<file path="src/rtl/uart_pkg.sv">
// Shared types and helpers for the buffered UART transmitter.
package uart_pkg;
  typedef enum logic [1:0] {
    IDLE,
    START,
    DATA,
    STOP
  } tx_state_t;

  localparam int FRAME_BITS = 10;

  function automatic int baud_div(
    input int clk_freq,
    input int baud
  );
    return clk_freq / baud;
  endfunction
endpackage

</file>
<file path="src/rtl/uart_tx_fifo_if.sv">
// Byte-write and status bundle of the buffered UART transmitter.
interface uart_tx_fifo_if #(
  parameter int DEPTH = 8
);
  logic [7:0]             tx_data;
  logic                   tx_en;
  logic                   tx_full;
  logic                   tx_busy;
  logic                   tx_overflow;
  logic [$clog2(DEPTH):0] fifo_count;
  logic                   uart_tx;

  modport master (
    output tx_data,
    output tx_en,
    input  tx_full,
    input  tx_busy,
    input  tx_overflow,
    input  fifo_count,
    input  uart_tx
  );

  modport slave (
    input  tx_data,
    input  tx_en,
    output tx_full,
    output tx_busy,
    output tx_overflow,
    output fifo_count,
    output uart_tx
  );
endinterface

</file>
<file path="src/rtl/sync_fifo.sv">
// Synchronous FIFO, first-word fall-through read data.
module sync_fifo #(
  parameter int WIDTH = 8,
  parameter int DEPTH = 8
) (
  input  logic                   clk,
  input  logic                   rst,
  input  logic                   push,
  input  logic                   pop,
  input  logic [WIDTH-1:0]       din,
  output logic [WIDTH-1:0]       dout,
  output logic [$clog2(DEPTH):0] count,
  output logic                   full,
  output logic                   empty
);
  localparam int AW = $clog2(DEPTH);

  logic [WIDTH-1:0] r_mem [DEPTH];
  logic [AW-1:0]    r_head;
  logic [AW-1:0]    r_tail;
  logic [AW:0]      r_count;
  logic             w_wr;
  logic             w_rd;

  // Fullness is judged on the pre-edge count, even alongside a pop.
  assign full  = r_count == (AW+1)'(DEPTH);
  assign empty = r_count == '0;
  assign w_wr  = push && !full;
  assign w_rd  = pop && !empty;
  assign dout  = r_mem[r_head];
  assign count = r_count;

  always_ff @(posedge clk) begin
    if (rst) begin
      r_head  <= '0;
      r_tail  <= '0;
      r_count <= '0;
    end else begin
      if (w_wr) r_tail <= r_tail + 1'b1;
      if (w_rd) r_head <= r_head + 1'b1;
      if (w_wr && !w_rd)
        r_count <= r_count + 1'b1;
      else if (w_rd && !w_wr)
        r_count <= r_count - 1'b1;
    end
  end

  always_ff @(posedge clk) begin
    if (w_wr) r_mem[r_tail] <= din;
  end
endmodule

</file>
<file path="src/rtl/uart_tx_fifo.sv">
// Buffered 8N1 UART transmitter, LSB first.
module uart_tx_fifo
  import uart_pkg::*;
#(
  parameter int CLK_FREQ = 27000000,
  parameter int BAUD     = 115200,
  parameter int DEPTH    = 8
) (
  input logic         sys_clk,
  input logic         rst,
  uart_tx_fifo_if.slave bus
);
  localparam int DIV = baud_div(CLK_FREQ, BAUD);
  localparam int CW  = (DIV > 1) ? $clog2(DIV) : 1;
  localparam logic [CW-1:0] LAST = CW'(DIV - 1);

  tx_state_t             r_state, w_state_nx;
  logic [CW-1:0]         r_cnt, w_cnt_nx;
  logic [2:0]            r_bit, w_bit_nx;
  logic [7:0]            r_shift, w_shift_nx;
  logic                  r_tx;
  logic                  r_ovf;
  logic                  w_pop;
  logic                  w_wrap;
  logic [7:0]            w_dout;
  logic [$clog2(DEPTH):0] w_count;
  logic                  w_full;
  logic                  w_empty;

  sync_fifo #(
    .WIDTH (8),
    .DEPTH (DEPTH)
  ) u_fifo (
    .clk   (sys_clk),
    .rst   (rst),
    .push  (bus.tx_en),
    .pop   (w_pop),
    .din   (bus.tx_data),
    .dout  (w_dout),
    .count (w_count),
    .full  (w_full),
    .empty (w_empty)
  );

  assign w_wrap = r_cnt == LAST;

  always_ff @(posedge sys_clk) begin
    if (rst) begin
      r_state <= IDLE;
      r_cnt   <= '0;
      r_bit   <= '0;
      r_shift <= '0;
      r_tx    <= 1'b1;
      r_ovf   <= 1'b0;
    end else begin
      r_state <= w_state_nx;
      r_cnt   <= w_cnt_nx;
      r_bit   <= w_bit_nx;
      r_shift <= w_shift_nx;
      r_tx    <= (r_state == START) ? 1'b0 :
                 (r_state == DATA)  ? r_shift[0] : 1'b1;
      r_ovf   <= r_ovf | (bus.tx_en & w_full);
    end
  end

  always_comb begin
    w_state_nx = r_state;
    w_cnt_nx   = r_cnt;
    w_bit_nx   = r_bit;
    w_shift_nx = r_shift;
    w_pop      = 1'b0;
    if (r_state != IDLE)
      w_cnt_nx = w_wrap ? '0 : r_cnt + 1'b1;
    unique case (1'b1)
      (r_state == IDLE): begin
        if (!w_empty) begin
          w_pop      = 1'b1;
          w_shift_nx = w_dout;
          w_cnt_nx   = '0;
          w_state_nx = START;
        end
      end
      (r_state == START): begin
        if (w_wrap) begin
          w_bit_nx   = '0;
          w_state_nx = DATA;
        end
      end
      (r_state == DATA): begin
        if (w_wrap) begin
          w_shift_nx = {1'b0, r_shift[7:1]};
          w_bit_nx   = r_bit + 3'd1;
          if (r_bit == 3'd7) w_state_nx = STOP;
        end
      end
      (r_state == STOP): begin
        // Chain straight into the next start bit when more is queued.
        if (w_wrap) begin
          if (!w_empty) begin
            w_pop      = 1'b1;
            w_shift_nx = w_dout;
            w_state_nx = START;
          end else begin
            w_state_nx = IDLE;
          end
        end
      end
      default: w_state_nx = IDLE;
    endcase
  end

  assign bus.tx_full     = w_full;
  assign bus.tx_busy     = (r_state != IDLE) || !w_empty;
  assign bus.tx_overflow = r_ovf;
  assign bus.fifo_count  = w_count;
  assign bus.uart_tx     = r_tx;
endmodule

</file>
<file path="src/flat_wrapper.sv">
// flat-port wrapper written by rule: the top's interface ports become plain ports
module uart_tx_fifo_flat import uart_pkg::*;
#(
  parameter int CLK_FREQ = 27000000,
  parameter int BAUD     = 115200,
  parameter int DEPTH    = 8
)
  (sys_clk, rst, bus_tx_data, bus_tx_en, bus_tx_full, bus_tx_busy, bus_tx_overflow, bus_fifo_count, bus_uart_tx);
  uart_tx_fifo_if #(.DEPTH(DEPTH)) bus_i ();
  input logic sys_clk;
  input logic rst;
  input wire logic [$bits(bus_i.tx_data)-1:0] bus_tx_data;
  input wire logic [$bits(bus_i.tx_en)-1:0] bus_tx_en;
  output wire logic [$bits(bus_i.tx_full)-1:0] bus_tx_full;
  output wire logic [$bits(bus_i.tx_busy)-1:0] bus_tx_busy;
  output wire logic [$bits(bus_i.tx_overflow)-1:0] bus_tx_overflow;
  output wire logic [$bits(bus_i.fifo_count)-1:0] bus_fifo_count;
  output wire logic [$bits(bus_i.uart_tx)-1:0] bus_uart_tx;
  assign bus_i.tx_data = bus_tx_data;
  assign bus_i.tx_en = bus_tx_en;
  assign bus_tx_full = bus_i.tx_full;
  assign bus_tx_busy = bus_i.tx_busy;
  assign bus_tx_overflow = bus_i.tx_overflow;
  assign bus_fifo_count = bus_i.fifo_count;
  assign bus_uart_tx = bus_i.uart_tx;
  uart_tx_fifo #(.CLK_FREQ(CLK_FREQ), .BAUD(BAUD), .DEPTH(DEPTH)) u_core (.sys_clk(sys_clk), .rst(rst), .bus(bus_i));
endmodule
</file>
<file path="config.mk">
export PLATFORM = sky130hd
export DESIGN_NAME = uart_tx_fifo_flat
export DESIGN_NICKNAME = d
export VERILOG_FILES = /design/src/rtl/uart_pkg.sv /design/src/rtl/uart_tx_fifo_if.sv /design/src/rtl/sync_fifo.sv /design/src/rtl/uart_tx_fifo.sv /design/src/flat_wrapper.sv
export SDC_FILE = /design/constraint.sdc
export NUM_CORES = 1
export LEC_CHECK = 0
export CAP_MARGIN = 20
export CORE_MARGIN = 2
export CORE_UTILIZATION = 44
export CTS_BUF_LIST = sky130_fd_sc_hd__clkbuf_16
export DETAILED_ROUTE_END_ITERATION = 8
export PLACE_DENSITY = 0.68
export SLEW_MARGIN = 10
export SYNTH_ARGS = -nofsm -noshare
export SYNTH_HDL_FRONTEND = slang
export SYNTH_HIERARCHICAL = 1
export SYNTH_SLANG_ARGS = --single-unit
</file>
<file path="constraint.sdc">
create_clock -name sys_clk -period 3.5 [get_ports sys_clk]
set_input_delay 0.875 -clock sys_clk [delete_from_list [all_inputs] [get_ports sys_clk]]
set_output_delay 0.875 -clock sys_clk [all_outputs]
set_load 0.05 [all_outputs]
</file>
# == Yosys cells after proc, flatten, opt, wreduce, memory -nomap -nowiden ==
# Memories as Yosys holds them, arrays and structs flattened. A register that Yosys moved wholly into a read port is not among the register bits.
# Index checks and enable logic that the tools add are counted.
# totals
ff_bits,33
ramBits,64
out_inout_bits,8
word_cells,76
n_memories,1
# memory_table
name,words,word_bits,rd,rd_ports_with_merged_regs,write_ports,line,rtl
u_core.u_fifo.r_mem,8,8,1,1,1,sync_fifo.sv:18,logic [WIDTH-1:0] r_mem [DEPTH];
# op_classes
add_sub_neg,6
eq_ne,11
muxes,29
bitwise_logic,2
reduce_logical,18
# op_table
operator,n
two-way mux 8 bit,7
case mux 8 bit (3 select lines),1
two-way mux 3 bit,4
two-way mux 2 bit,5
"adder 3 x 1 -> 3 bit, second input constant",3
"adder 8 x 1 -> 8 bit, second input constant",1
"equality test 8 bit, second input constant",1
two-way mux 4 bit,2
case mux 2 bit (4 select lines),1
two-way mux 1 bit,7
"inequality test 2 x 1 -> 1 bit, second input constant",3
case mux 3 bit (2 select lines),1
AND reduction 3 bit,2
nonzero test 2 bit,3
AND reduction 5 bit,1
"adder 4 x 1 -> 4 bit, second input constant",1
"equality test 2 bit, second input constant",2
"equality test 4 bit, second input constant",1
logical AND 1 bit,4
logical NOT 1 bit,4
logical NOT 4 bit,1
"inequality test 2 bit, second input constant",2
"subtractor 4 x 1 -> 4 bit, second input constant",1
"equality test 3 bit, second input constant",1
7 further kinds,7

# == Longest topological paths before layout ==
# depth
word_depth,8
mapped_depth,14
mapped_depth_nobuf,14

# == By module ==
# The synthesis kept the hierarchy.
# by_module_without_submodules
mod,n_inst,cells_per_inst,area_per_inst_um2,seq_area_each_um2
sync_fifo,1,166,3064.2,2182.1
uart_tx_fifo,1,144,1271.2,460.4

# == Worst setup path after synthesis ==
# No wires, ideal clock.
# synth_timing
path_type,register to register
start,register u_core.r_cnt[0]
end,"register u_core.u_fifo.r_count[3], in the netlist u_core/u_fifo/count[3]"
setup_time_ns,0.121
arrival_ns,2.901
t_required_ns,3.379
slack_ns,0.478
path_stages_with_launch,14
path_buffers,0
period_less_slack_ns,3.022
cell_sequence,dfxtp_1 ha_1 nand2_1 nor3_1 a21oi_1 nor3_1 o41ai_2 ha_1 inv_1 ha_1 a21oi_1 a211oi_1 a31oi_1 mux2_2
# synth_via
elab_chain_cells,7
word_cells_on_any_way,9
cone_classes,eq/ne: 1; mux: 3; reduce/logical: 5
# synth_lines
element,line,rtl
start: declaration,uart_tx_fifo.sv:18,"logic [CW-1:0] r_cnt, w_cnt_nx;"
start signal: assignment,uart_tx_fifo.sv:57,r_cnt <= w_cnt_nx;
equality test 8 bit (*),uart_tx_fifo.sv:45,assign w_wrap = r_cnt == LAST;
two-way mux 1 bit (*),uart_tx_fifo.sv:98,if (w_wrap) begin
case mux 1 bit (2 select lines) (*),uart_tx_fifo.sv:74,unique case (1'b1)
named net u_core.w_pop,uart_tx_fifo.sv:23,logic w_pop;
logical AND 1 bit (*),sync_fifo.sv:29,assign w_rd = pop && !empty;
logical NOT 1 bit,sync_fifo.sv:41,if (w_wr && !w_rd)
logical AND 1 bit,sync_fifo.sv:41,
two-way mux 4 bit / nonzero test 2 bit (equally long branches),-,
end signal: assignment,sync_fifo.sv:42,r_count <= r_count + 1'b1;
end signal: assignment,sync_fifo.sv:44,r_count <= r_count - 1'b1;
end: declaration,sync_fifo.sv:21,logic [AW:0] r_count;
# The timed path passes the listed nets; every way through them passes the cells marked *.
# A chain may end at the register's enable or synchronous reset.

# == Worst setup path in the final report ==
# layout_timing
start,"register u_core.u_fifo.r_count[1], in the netlist u_core/u_fifo/count[1]"
end,output bus_tx_full
# layout_via
elab_chain_cells,1
# layout_lines
element,line,rtl
equality test 4 bit,sync_fifo.sv:26,assign full = r_count == (AW+1)'(DEPTH);
end: declaration,flat_wrapper.sv:14,output wire logic [$bits(bus_i.tx_full)-1:0] bus_tx_full;
# Every way passes these cells.

==> out/metrics.csv <==
stage,metric,value,unit
critical_path,cp_max_fo,7,
job,cap_violations,0,
cts,clock_latency,0.34,ns
outcome,status,completed,
critical_path,reg2reg_slack,0.44,ns
critical_path,r2r_start,u_core/r_cnt[0]$_SDFF_PP0_,
floorplanning,die_y,103,microns
place,dp_hpwl,5.04,mm
finish,n_fill_cell,803,
sta,hold_ws,0.486,ns
sta,tns,0,ns
floorplanning,die-area,10700,sq um
finish,drive_above_1_share,18.9,%
logic_synthesis,synth_top_area_share,44.3,%
pwr,p_leak,0.00166,uW
grt,antenna_found_initial,0,
floorplanning,io_pins,19,
floorplanning,start_util,44.8,%
logic_synthesis,ys_types,48,
sta,slew_violations,0,
pwr,irDropWorstVdd,0.352,mV
sta,tightest_slew,0.796,ns
sta,setup_viol,0,
logic_synthesis,syn_area,4340,sq um
cts,htreeDepth,3,
logic_synthesis,seq_area_frac_synth,61.0,%
routing,postRouteWirelength,7.93,mm
cts,cts_inserted_buffers,9,
critical_path,reg2regPathDepth,13,
sta,finalCriticalPeriod,3.12,ns
grt,grt_pass1_wl,12.7,mm
cts,postCtsSetupBuffers,0,
hold_path,hold_path_class,reg -> reg,
cts,clockRootBuffer,clkbuf_16,
logic_synthesis,synth_seq_cells,100,
pwr,power.density,692,nW/um^2
finish,nNetsFinal,360,
cts,hold_buffers,0,
finish,num_antenna_cells,0,
cts,clock_sinks,100,
floorplanning,die_w,103,microns
grt,grtUsageTotal,16.2,%
critical_path,crit_type,reg -> out,
critical_path,cp-start-kind,flop,
logic_synthesis,synth_area_leader_cell,edfxtp_1,
pwr,power,3430,uW
routing,vias,2488,
critical_path,arrival,2.24,ns
grt,grtUsageMet3,3.16,%
finish,area_growth,14.2,%
cts,cts_tree,yes,
grt,overflow,0,
grt,grt_pass1_vias,2432,
sta,fmax,321,MHz
hold_path,min_to,u_core/r_bit[2]$_SDFFE_PP0P_,
hold_path,hold_start,u_core/r_bit[2]$_SDFFE_PP0P_,
cts,clk_transition_reported_paths,0.07,ns
grt,use_met1,22.0,%
sta,skew,0.00688,ns
finish,fin_cells,472,
place,place_congestion,0.770,
sta,slew_headroom,46.7,%
sta,finalCritPeriodShare,89.1,%
routing,route.detailed.drc,0,
sta,hold_viol_final,0,
cts,cts.repair.resized,0,
routing,via_per_inst,5.27,
grt,grt_util_met2,25.9,%
logic_synthesis,avgSynthCellArea,14.0,sq um
logic_synthesis,syn_inst,310,
logic_synthesis,ys_warn_count,6,
hold_path,hold_depth,2,
logic_synthesis,synth-main-ff-cell,edfxtp_1,
floorplanning,coreArea,9680,sq um
critical_path,r2r_end,u_core/u_fifo/count[3]$_SDFFE_PP0P_,
grt,grt_max_degree,21,
floorplanning,rows,36,
cts,clockBufferDepth,2,
place,port_buffers,18,
logic_synthesis,async_reset_ff_share,0,%
logic_synthesis,synth.top_cells.by_area,"edfxtp_1 44%, dfxtp_1 17%, mux4_2 8.3%",
routing,drtAntennaViolNets,0,
logic_synthesis,synth_edf_count,64,
logic_synthesis,synth_nets,335,
sta,rsz0062_at_grt,false,
critical_path,cp.required,2.62,ns
routing,first_iter_violations,109,
place,place_inst,457,
grt,grt.busiest_layer,met2,
routing,dr.pass1.iters,4,
critical_path,critPathCaptureType,primary output,
routing,wire_per_inst,16.8,microns
[cell type report]
type	instances	area [sq um]	share of cell area, %
clock buffers	9	225	4.55
clock inverters	6	47.5	0.960
inverters	9	33.8	0.682
multi-input cells	182	1550	31.2
flip-flops and latches	100	2640	53.4
well taps	133	166	3.36
repair buffers	33	290	5.86
[registers in the layout (all words and copies together), names as in the netlist, named ones only]
signal and count:
u_core/u_fifo/r_mem 64, u_core/r_state 2, u_core/r_bit 3, u_core/r_shift 8
u_core/r_cnt 8, u_core/u_fifo/r_head 3, u_core/u_fifo/r_tail 3, u_core/u_fifo/count 4
u_core/bus.tx_overflow 1, u_core/bus.uart_tx 1
[Yosys cell counts, types with 5 or more instances]
library cell  instances
o21ai_0               5
buf_2                 5
dfxtp_1              36
clkbuf_1              6
edfxtp_1             64
mux4_2               16
inv_1                 9
nand2_1               9
ha_1                 13
a311oi_1              7
nor3_1                7
nand2b_1              6
xnor2_1               5
nor2_1               27
a21oi_1              18
nand3_1              12
mux2_2                9
mux2i_1              11
or3_1                 6
[worst max path at each step]
stage / from / end / slack [ns] / cells after the start
after floorplan: u_core/r_cnt[0]$_SDFF_PP0_ / u_core/u_fifo/count[3]$_SDFFE_PP0P_ / 0.48 / 13
after global placement: bus_tx_en / u_core/u_fifo/count[3]$_SDFFE_PP0P_ / 0.42 / 9
after detailed placement: bus_tx_en / u_core/u_fifo/count[3]$_SDFFE_PP0P_ / 0.30 / 9
after CTS: u_core/u_fifo/count[1]$_SDFFE_PP0P_ / bus_tx_full / 0.37 / 3
after global routing: u_core/r_cnt[0]$_SDFF_PP0_ / u_core/u_fifo/count[3]$_SDFFE_PP0P_ / 0.21 / 13
final: u_core/u_fifo/count[1]$_SDFFE_PP0P_ / bus_tx_full / 0.38 / 3
[cell families after synthesis]
kind of cell               count (synthesis)  share of synthesized area [%]
xor gates and xnor gates                   9                           1.82
buffers and inverters                     28                           3.38
and+or+nand+nor                           77                           8.89
AOI/OAI and AO/OA                         46                           7.56
adders and majority gates                 14                           4.21
muxes                                     36                           13.2
DFF                                      100                           61.0
[stage by stage]
step / cell area, sq um / util, % / setup slack [ns]
3_5_place_dp: 4680 / 48.3 / 0.298
4_1_cts: 4950 / 51.1 / 0.374
5_1_grt: 4950 / 51.1 / 0.212
2_1_floorplan: 4340 / - / 0.478
3_3_place_gp: 4680 / 48.3 / 0.422
6_report: 4950 / 51.1 / 0.381
[critical path: stages, from the launching register on]
cell	delay [ns]
dfxtp_1	0.40
or4b_1	0.60
inv_1	0.10
clkdlybuf4s50_1	0.80
[cell usage in the layout (no fill, tap or decap), types with 2 or more instances in the layout]
master,count
dfxtp_1,36
nand2_1,9
clkbuf_16,9
mux2i_1,11
xnor2_1,5
or3_1,6
a211oi_1,2
o21a_1,2
nand3_1,12
a221oi_1,2
edfxtp_1,64
clkdlybuf4s50_1,17
nor2b_1,2
inv_1,9
nor3_1,7
mux4_2,16
a21oi_1,18
o21ai_0,5
a311oi_1,7
buf_4,16
ha_1,13
nor2_1,27
xor2_1,4
inv_6,3
nand2b_1,6
mux2_2,9
[report_power, final]
group	internal, uW	switching [uW]
Combinational	448	549
Clock	486	437
Sequential	1380	127
[per-layer routing]
metal / part of all wire [%] / vias up
met5: 0 / -
li1: - / 1219
met3: 3.1 / 9
met2: 49 / 32
met4: 1.6 / 0
met1: 46 / 1228
(Power assumes the default switching activity.)
